**src/rtl/uart_bus_slave.sv**
```systemverilog
// rtl/uart_bus_slave.sv - memory-mapped 8N1 UART with strobed register bus and 4-entry RX FIFO
// Register reads/writes are acked one cycle after acceptance; RX bytes queue until read.
module uart_bus_slave #(
  parameter int BAUD_DIV   = 217,
  parameter int FIFO_DEPTH = 4
) (
  input  logic        clk,
  input  logic        rst,
  input  logic        addr_i,
  input  logic [7:0]  data_i,
  input  logic        we_i,
  input  logic        stb_i,
  output logic [31:0] data_o,
  output logic        ack_o,
  output logic        uart_TxD,
  input  logic        uart_RxD,
  output logic        irq_o
);

  localparam int CW = $clog2(BAUD_DIV);
  localparam int PW = $clog2(FIFO_DEPTH);
  localparam int NW = PW + 1;
  localparam logic [CW-1:0] BIT_END  = CW'(BAUD_DIV - 1);
  localparam logic [CW-1:0] HALF_END = CW'(BAUD_DIV / 2 - 1);

  typedef enum logic [1:0] {S_IDLE, S_START, S_DATA, S_STOP} state_e;

  logic        ack_q;
  logic [31:0] rdata_q, rdata_d;
  logic        accept, wr_data, rd_data, rd_status;

  logic [7:0]    mem_q [FIFO_DEPTH];
  logic [PW-1:0] wptr_q, rptr_q;
  logic [NW-1:0] count_q;
  logic          fifo_full, fifo_empty, push, pop;
  logic          overrun_q, overrun_d, frame_err_q, frame_err_d;

  state_e      tx_state_q, tx_state_d;
  logic [CW-1:0] tx_cnt_q, tx_cnt_d;
  logic [2:0]  tx_bit_q, tx_bit_d;
  logic [7:0]  tx_sh_q, tx_sh_d;
  logic        txd_q, txd_d, tx_ready;

  state_e      rx_state_q, rx_state_d;
  logic [CW-1:0] rx_cnt_q, rx_cnt_d;
  logic [2:0]  rx_bit_q, rx_bit_d;
  logic [7:0]  rx_sh_q, rx_sh_d;
  logic        rx_s1_q, rx_s2_q, rx_prev_q;
  logic        rx_done, rx_ferr;

  assign accept    = stb_i & ~ack_q;
  assign wr_data   = accept & we_i & ~addr_i;
  assign rd_data   = accept & ~we_i & ~addr_i;
  assign rd_status = accept & ~we_i & addr_i;

  assign fifo_full  = (count_q == NW'(FIFO_DEPTH));
  assign fifo_empty = (count_q == '0);
  assign pop        = rd_data & ~fifo_empty;
  // A same-cycle pop frees the slot the incoming byte needs.
  assign push       = rx_done & (~fifo_full | pop);
  assign tx_ready   = (tx_state_q == S_IDLE);

  assign overrun_d   = (overrun_q & ~rd_status) | (rx_done & fifo_full & ~pop);
  assign frame_err_d = (frame_err_q & ~rd_status) | rx_ferr;

  always_comb begin
    rdata_d = '0;
    if (rd_data && !fifo_empty) rdata_d = {24'b0, mem_q[rptr_q]};
    if (rd_status) rdata_d = {25'b0, 3'(count_q), frame_err_q, overrun_q, ~fifo_empty, tx_ready};
  end

  always_comb begin
    tx_state_d = tx_state_q;
    tx_cnt_d   = tx_cnt_q;
    tx_bit_d   = tx_bit_q;
    tx_sh_d    = tx_sh_q;
    txd_d      = txd_q;
    if (tx_state_q != S_IDLE) tx_cnt_d = tx_cnt_q + CW'(1);
    unique case (tx_state_q)
      S_IDLE: if (wr_data) begin
        tx_state_d = S_START;
        tx_cnt_d   = '0;
        tx_sh_d    = data_i;
        txd_d      = 1'b0;
      end
      S_START: if (tx_cnt_q == BIT_END) begin
        tx_state_d = S_DATA;
        tx_cnt_d   = '0;
        tx_bit_d   = '0;
        txd_d      = tx_sh_q[0];
      end
      S_DATA: if (tx_cnt_q == BIT_END) begin
        tx_cnt_d = '0;
        if (tx_bit_q == 3'd7) begin
          tx_state_d = S_STOP;
          txd_d      = 1'b1;
        end else begin
          tx_bit_d = tx_bit_q + 3'd1;
          tx_sh_d  = {1'b0, tx_sh_q[7:1]};
          txd_d    = tx_sh_q[1];
        end
      end
      S_STOP: if (tx_cnt_q == BIT_END) begin
        tx_state_d = S_IDLE;
        tx_cnt_d   = '0;
      end
      default: tx_state_d = S_IDLE;
    endcase
  end

  always_comb begin
    rx_state_d = rx_state_q;
    rx_cnt_d   = rx_cnt_q;
    rx_bit_d   = rx_bit_q;
    rx_sh_d    = rx_sh_q;
    rx_done    = 1'b0;
    rx_ferr    = 1'b0;
    if (rx_state_q != S_IDLE) rx_cnt_d = rx_cnt_q + CW'(1);
    unique case (rx_state_q)
      S_IDLE: if (rx_prev_q && !rx_s2_q) begin
        rx_state_d = S_START;
        rx_cnt_d   = '0;
      end
      S_START: if (rx_cnt_q == HALF_END) begin
        rx_cnt_d   = '0;
        rx_bit_d   = '0;
        rx_state_d = rx_s2_q ? S_IDLE : S_DATA;
      end
      S_DATA: if (rx_cnt_q == BIT_END) begin
        rx_cnt_d = '0;
        rx_sh_d  = {rx_s2_q, rx_sh_q[7:1]};
        if (rx_bit_q == 3'd7) rx_state_d = S_STOP;
        else                  rx_bit_d   = rx_bit_q + 3'd1;
      end
      S_STOP: if (rx_cnt_q == BIT_END) begin
        rx_state_d = S_IDLE;
        rx_cnt_d   = '0;
        rx_done    = rx_s2_q;
        rx_ferr    = ~rx_s2_q;
      end
      default: rx_state_d = S_IDLE;
    endcase
  end

  always_ff @(posedge clk) begin
    if (rst) begin
      ack_q       <= 1'b0;
      rdata_q     <= '0;
      wptr_q      <= '0;
      rptr_q      <= '0;
      count_q     <= '0;
      overrun_q   <= 1'b0;
      frame_err_q <= 1'b0;
      tx_state_q  <= S_IDLE;
      tx_cnt_q    <= '0;
      tx_bit_q    <= '0;
      tx_sh_q     <= '0;
      txd_q       <= 1'b1;
      rx_state_q  <= S_IDLE;
      rx_cnt_q    <= '0;
      rx_bit_q    <= '0;
      rx_sh_q     <= '0;
      rx_s1_q     <= 1'b1;
      rx_s2_q     <= 1'b1;
      rx_prev_q   <= 1'b1;
    end else begin
      ack_q       <= accept;
      rdata_q     <= rdata_d;
      wptr_q      <= wptr_q + PW'(push);
      rptr_q      <= rptr_q + PW'(pop);
      count_q     <= count_q + NW'(push) - NW'(pop);
      overrun_q   <= overrun_d;
      frame_err_q <= frame_err_d;
      tx_state_q  <= tx_state_d;
      tx_cnt_q    <= tx_cnt_d;
      tx_bit_q    <= tx_bit_d;
      tx_sh_q     <= tx_sh_d;
      txd_q       <= txd_d;
      rx_state_q  <= rx_state_d;
      rx_cnt_q    <= rx_cnt_d;
      rx_bit_q    <= rx_bit_d;
      rx_sh_q     <= rx_sh_d;
      rx_s1_q     <= uart_RxD;
      rx_s2_q     <= rx_s1_q;
      rx_prev_q   <= rx_s2_q;
    end
  end

  always_ff @(posedge clk) begin
    if (push) mem_q[wptr_q] <= rx_sh_q;
  end

  assign data_o   = rdata_q;
  assign ack_o    = ack_q;
  assign uart_TxD = txd_q;
  assign irq_o    = ~fifo_empty;

endmodule

```
**config.mk**
```make
export PLATFORM = sky130hd
export DESIGN_NAME = uart_bus_slave
export DESIGN_NICKNAME = d
export VERILOG_FILES = /design/src/rtl/uart_bus_slave.sv
export SDC_FILE = /design/constraint.sdc
export NUM_CORES = 1
export LEC_CHECK = 0
export BUFFER_PORTS_ARGS = -buffer_cell sky130_fd_sc_hd__buf_2
export CAP_MARGIN = 25
export CORE_ASPECT_RATIO = 1.1
export CORE_MARGIN = 2
export CORE_UTILIZATION = 57
export CTS_CLUSTER_DIAMETER = 120
export DETAILED_ROUTE_END_ITERATION = 8
export PLACE_DENSITY = 0.89
export SLEW_MARGIN = 15
export SYNTH_ARGS = -nofsm -noshare
export SYNTH_HDL_FRONTEND = slang
export SYNTH_SLANG_ARGS = --single-unit
```
**constraint.sdc**
```tcl
create_clock -name clk -period 3.35 [get_ports clk]
set_input_delay 0.5025 -clock clk [delete_from_list [all_inputs] [get_ports clk]]
set_output_delay 0.5025 -clock clk [all_outputs]
set_load 0.005 [all_outputs]
```
==> run summary, run 1 <==
Grt met3 use: 0.0463
Worst hold path type: input port to flip-flop
Skew final: 0.0100 ns
Synthesized area: 4360 µm²
Vias in the first global route: 2,777
Clock Latency Late Sink: 0.37 ns
Status: completed
Flops & latches, synth: 96
Layout cell share with drive strength beyond 1: 0.152
Pre-CTS WS: 0.407 ns
Hold Path Origin: uart_RxD
Global-route wire length before repair: 13.0 mm
Dpl cells: 493
Post-synth top area cell: dfxtp_1
Layout area overhead: 7.40%
DRT antenna net count: 0
Num CTS Buffers: 9
R2R setup slack: 0.42 ns
Min Hold Slack: 0.311 ns
Post-route clock period utilization: 0.875
Kind of critical path: flip-flop to flip-flop
Hold_buf cts: 0
Leakage Power: 0.00175 µW
Io pins: 49
Initial core utilization: 0.587
R2r startpoint: rx_cnt_q[0]
CTS root buf: clkbuf_8
Post-synth EDFFs: 32
Crit-path max cell delay: 0.43 ns
RSZ-0062 raised after global routing: false
Cell family with most CP delay: adder cells
Fin cells: 509
Ant. Diodes: 0
Worst-Margin Slew: 0.802 ns
Placed Area: 4470 µm²
Number of I/O port buffers: 24
Sequential-to-total area share from yosys stat: 0.514
Syn Area/Cell: 11.0 µm²
Setup violations, final: 0
TritonCTS clock tree: yes
R2r worst-path depth: 12
Clock buffer depth: 2
Most common cell on crit path: ha_1
Vias: 2,949
Synth Warn #: 0
Ys async rst share: 0
Initial detailed-routing violation count: 132
Req. time, crit path: 3.62 ns
Hold Path Depth: 2
Vias/cell: 5.79
Total core area: 7430 µm²
Final min period: 2.93 ns
CP Launch Type: flip-flop
Largest net degree at the start of global routing: 31
Final WS setup: 0.418 ns
Fmax: 341 MHz
Setup Buffers After CTS: 0
Met2 Resource Use GR: 0.326
Critical path fanouts, max: 5
Critical Path End Type: flip-flop
Remaining Overflow, GRT: 0
Total global-route track usage: 0.203
CP arrival: 3.20 ns
Hold Path End: rx_s1_q
DR DRC count: 0
Met1 Use GR: 0.255
Detailed placer's ending HPWL: 5.57 mm
Initial antenna violation count: 0
VDD IR max: 233 µV
Die ar.: 8370 µm²
Die Y: 95.7 µm
First drt pass iteration count: 4
Mapped Cells: 395
Main synth FF type: dfxtp_1
Crit path cell chain: inv_1 -> ha_1 -> nand4b_2 -> nor3_1 -> nand3_1 -> ha_1 -> inv_1 -> ha_1 -> fa_1 -> xnor2_1 -> xnor2_1 -> nor2_1
Design area: 4680 µm²
Count of cell types in the netlist: 55
Number of gates resized after CTS: 0
Max-Cap Viols: 0
Worst slew margin: 0.462
R2R Path End: count_q[2]
DR WL/cell: 15.7 µm
Synth top area cells: dfxtp_1 (29%), edfxtp_1 (22%), ha_1 (4.6%), mux2i_1 (4.6%), buf_4 (4.1%)
Fin Setup TNS: 0 ns
Synth top cells by count: dfxtp_1 (64), nor2_1 (37), edfxtp_1 (32)
CP Buf/Inv Count: 2
Gpl congestion: 0.802
Nets: 448
Drt total wl: 7.99 mm
Die Wd: 87.4 µm
Clock-pin slew on the worst setup and hold paths: 0.10 ns
Top-count cell post-synth: dfxtp_1
GRT Max-Usage Layer: met2
Clock sink count: 96
Final hold vios: 0
Pwr dens: 543 nW/µm²
Synth top area share: 0.294
Crit-path slowest cell: nor3_1
Rows: 33
Layout filler cell count: 543
Max Slew Vio Count: 0
H-tree levels: 3
## power by group
part	internal [µW]	total (µW)	switching [µW]
clock network	360	790	430
registers	1260	1310	45.0
logic	186	448	263
total	1810	2550	738
## cell families after synthesis
group,share of synthesized area
DFF,0.514
other,0.000860
buffers and inverters,0.0772
muxes,0.0872
AOI/OAI and AO/OA,0.117
and+or+nand+nor,0.131
xor gates and xnor gates,0.0221
adders and majority gates,0.0505
## layer usage
layer	up-vias	part of all wire
met5	-	0
li1	1414	-
met3	18	0.046
met1	1425	0.44
met2	92	0.49
met4	0	0.027
## cell usage in the layout (no fill, tap or decap), types with 2 or more instances in the layout
master / instances
nor3b_1: 3
edfxtp_1: 32
a211oi_1: 3
dfxtp_1: 64
o311ai_0: 2
a21oi_1: 17
mux2i_1: 20
o211a_1: 4
or2_2: 2
o21ai_0: 9
a311oi_1: 11
a21o_1: 2
nor3_1: 8
buf_2: 24
nor2b_1: 7
mux4_2: 8
ha_1: 16
nand3b_1: 3
nor4b_1: 2
nand2b_1: 11
a31o_2: 2
or4b_1: 2
xor2_1: 3
nor2_1: 37
buf_4: 7
nand2_1: 14
nand4b_1: 2
xnor2_1: 8
o21a_1: 2
a31oi_1: 2
conb_1: 24
or3_1: 4
nand3_1: 6
clkbuf_8: 9
inv_6: 3
o2bb2ai_1: 6
inv_1: 21
## state kept, by name (all words and copies together) (netlist names), 2 cells and up, named ones only
signal      count
mem_q          32
data_o          8
rx_cnt_q        8
rx_sh_q         8
tx_cnt_q        8
tx_sh_q         8
count_q         3
rx_bit_q        3
tx_bit_q        3
rptr_q          2
tx_state_q      2
wptr_q          2
## metrics by stage
stage / power, µW / utilization
finish: 2550 / 0.630
CTS: 2550 / 0.630
floorplan: 1690 / -
detailed placement: 1780 / 0.602
global route: 2670 / 0.630
global placement: 1760 / 0.602
## how the worst max path moves through the flow
stage	from	end	slack, ns	cells past startpoint
after floorplan	rx_cnt_q[0]	count_q[2]	0.80	12
after global placement	stb_i	count_q[2]	0.55	11
after detailed placement	stb_i	count_q[2]	0.41	11
after CTS	rx_cnt_q[0]	count_q[2]	0.44	12
after global routing	rx_cnt_q[0]	count_q[2]	0.19	12
final	rx_cnt_q[0]	count_q[2]	0.42	12
## area by class of cell
cell class | instances | area [µm²] | area share
clock buffers | 9 | 124 | 0.0264
clock inverters | 7 | 88.8 | 0.0190
flip-flops and latches | 96 | 2240 | 0.479
well taps | 87 | 109 | 0.0232
inverters | 21 | 78.8 | 0.0168
multi-input cells | 258 | 1870 | 0.399
repair buffers | 31 | 173 | 0.0369
Note: power is estimated with default switching activity, not from simulation.
==> run 2, diff against run 1 <==
Settings changed: RECOVER_POWER from default to 25.
==> run 2 against run 1 <==
Against the previous run: first-iteration DRC count is the same; clock-buffer cell count unchanged; highest routed layer unchanged; register-to-register slack hardly changed; total power hardly changed; die area is the same; critical path type unchanged; routed wire length about the same.
==> run summary, run 2 (synthesized netlist as in run 1, its figures left out) <==
Total global-route track usage: 0.203 (unchanged)
Max FFs per register: 32 (unchanged)
R2R setup slack: 0.42 ns (about the same)
Number of gates resized after CTS: 0 (unchanged)
Fin Setup TNS: 0 ns (unchanged)
Number of I/O port buffers: 24 (unchanged)
Vias: 2,949 (unchanged)
Critical path fanouts, max: 5 (unchanged)
Internal power: 1810 µW (about the same)
Worst hold path type: input port to flip-flop
Worst slew margin: 0.0789 (-0.383)
Status: completed
Vias in the first global route: 2,777 (unchanged)
H-tree levels: 3 (unchanged)
CTS root buf: clkbuf_8
Pwr dens: 543 nW/µm² (about the same)
Nets: 448 (unchanged)
Die Y: 95.7 µm (unchanged)
Die Wd: 87.4 µm (unchanged)
R2r startpoint: rx_cnt_q[0]
CP arrival: 3.20 ns (about the same)
Final hold vios: 0 (unchanged)
Sw Ratio: 0.290 (about the same)
Total core area: 7430 µm² (unchanged)
Clock Latency Late Sink: 0.37 ns (about the same)
DR DRC count: 0 (unchanged)
DR WL/cell: 15.7 µm (about the same)
RSZ-0062 raised after global routing: false
Sequential fraction of design power: 0.513 (about the same)
Dpl cells: 493 (unchanged)
Commonest cells after routing, fill and taps aside: dfxtp_1 (64), nor2_1 (37), edfxtp_1 (32), conb_1 (24), buf_2 (23)
Layout cell share with drive strength beyond 1: 0.149 (-0.00237)
Post-route clock period utilization: 0.875 (about the same)
Die ar.: 8370 µm² (unchanged)
Comb power frac: 0.176 (about the same)
Fmax: 341 MHz (about the same)
CP Launch Type: flip-flop
Skew final: 0.0100 ns (unchanged)
First drt pass iteration count: 4 (unchanged)
Pre-CTS WS: 0.407 ns (unchanged)
Vias/cell: 5.79 (unchanged)
Hold Path Origin: uart_RxD
Clock-pin slew on the worst setup and hold paths: 0.10 ns (about the same)
Initial detailed-routing violation count: 132 (unchanged)
Io pins: 49 (unchanged)
Rows: 33 (unchanged)
Gpl congestion: 0.802 (unchanged)
Fin cells: 509 (unchanged)
Clock buffer depth: 2 (unchanged)
Hold_buf cts: 0 (unchanged)
Req. time, crit path: 3.62 ns (about the same)
Critical Path End Type: flip-flop
Global-route wire length before repair: 13.0 mm (unchanged)
Max Slew Vio Count: 0 (unchanged)
Critical Path Start: rx_cnt_q[0]
Initial antenna violation count: 0 (unchanged)
Worst-Margin Slew: 1.38 ns (+0.580 ns)
Final min period: 2.93 ns (+0.000364 ns)
Largest net degree at the start of global routing: 31 (unchanged)
Kind of critical path: flip-flop to flip-flop
Num CTS Buffers: 9 (unchanged)
Switching Power: 738 µW (about the same)
Final WS setup: 0.417 ns (-0.000364 ns)
VDD IR max: 233 µV (about the same)
Initial core utilization: 0.587 (unchanged)
Drt total wl: 7.99 mm (about the same)
Commonest non-fill, non-tap cell in the layout: dfxtp_1
Remaining Overflow, GRT: 0 (unchanged)
DRT antenna net count: 0 (unchanged)
Most flops, register: mem_q
Clock sink count: 96 (unchanged)
Setup Buffers After CTS: 0 (unchanged)
Setup violations, final: 0 (unchanged)
Layout area overhead: 7.37% (about the same)
TritonCTS clock tree: yes
Max-Cap Viols: 0 (unchanged)
Ant. Diodes: 0 (unchanged)
Detailed placer's ending HPWL: 5.57 mm (unchanged)
Leakage Power: 0.00175 µW (-0.16%)
Clk pwr share: 0.311 (about the same)
-- run 2: changes by cell type in the layout (fill, tap and decap cells not counted), sizes merged --
cell / previous run / this run
buf: 31 / 30
clkbuf: 9 / 10
-- run 2: area by class of cell --
cell class | count | area, µm²
Fill cell | 544 | 2750
Sequential cell | 96 | 2240
Multi-Input combinational cell | 258 | 1870
Timing Repair Buffer | 31 | 171
Clock buffer | 9 | 124
Tap cell | 87 | 109
Clock inverter | 7 | 88.8
Inverter | 21 | 78.8
-- run 2: layer usage --
layer | part of all wire | vias up | track usage
met2 | 0.49 | 92 | 0.326
met5 | 0 | - | 0
met3 | 0.046 | 18 | 0.0463
li1 | - | 1414 | -
met1 | 0.44 | 1425 | 0.255
met4 | 0.027 | 0 | 0.110
-- run 2: worst paths after layout --
path,end,cells after the start
max,count_q[2],12
min,rx_s1_q,2
max reg2reg,count_q[2],12
min reg2reg,rx_s2_q,1
-- run 2: power by group through the flow --
stage | Combinational (µW) | Clock, µW | Sequential, µW
4_1_cts | 450 | 799 | 1310
3_3_place_gp | 432 | 0 | 1330
3_5_place_dp | 448 | 0 | 1330
2_1_floorplan | 370 | 0 | 1320
5_1_grt | 504 | 846 | 1310
6_report | 448 | 790 | 1310
-- run 2: critical path, cell delays in order (launching register included) --
cell and delay (ns):
dfxtp_1 0.36, inv_1 0.09, ha_1 0.17, nand4b_2 0.17
nor3_1 0.43, nand3_1 0.26, ha_1 0.36, inv_1 0.04
ha_1 0.19, fa_1 0.38, xnor2_1 0.18, xnor2_1 0.14
nor2_1 0.06
-- run 2: stage by stage --
stage	cell area [µm²]	util	power, µW	hold slack [ns]
after floorplan	4450	-	1690	0.389
after global placement	4470	0.602	1760	0.391
after detailed placement	4470	0.602	1780	0.393
after CTS	4680	0.630	2550	0.302
after global routing	4680	0.630	2670	0.304
final	4680	0.630	2550	0.311
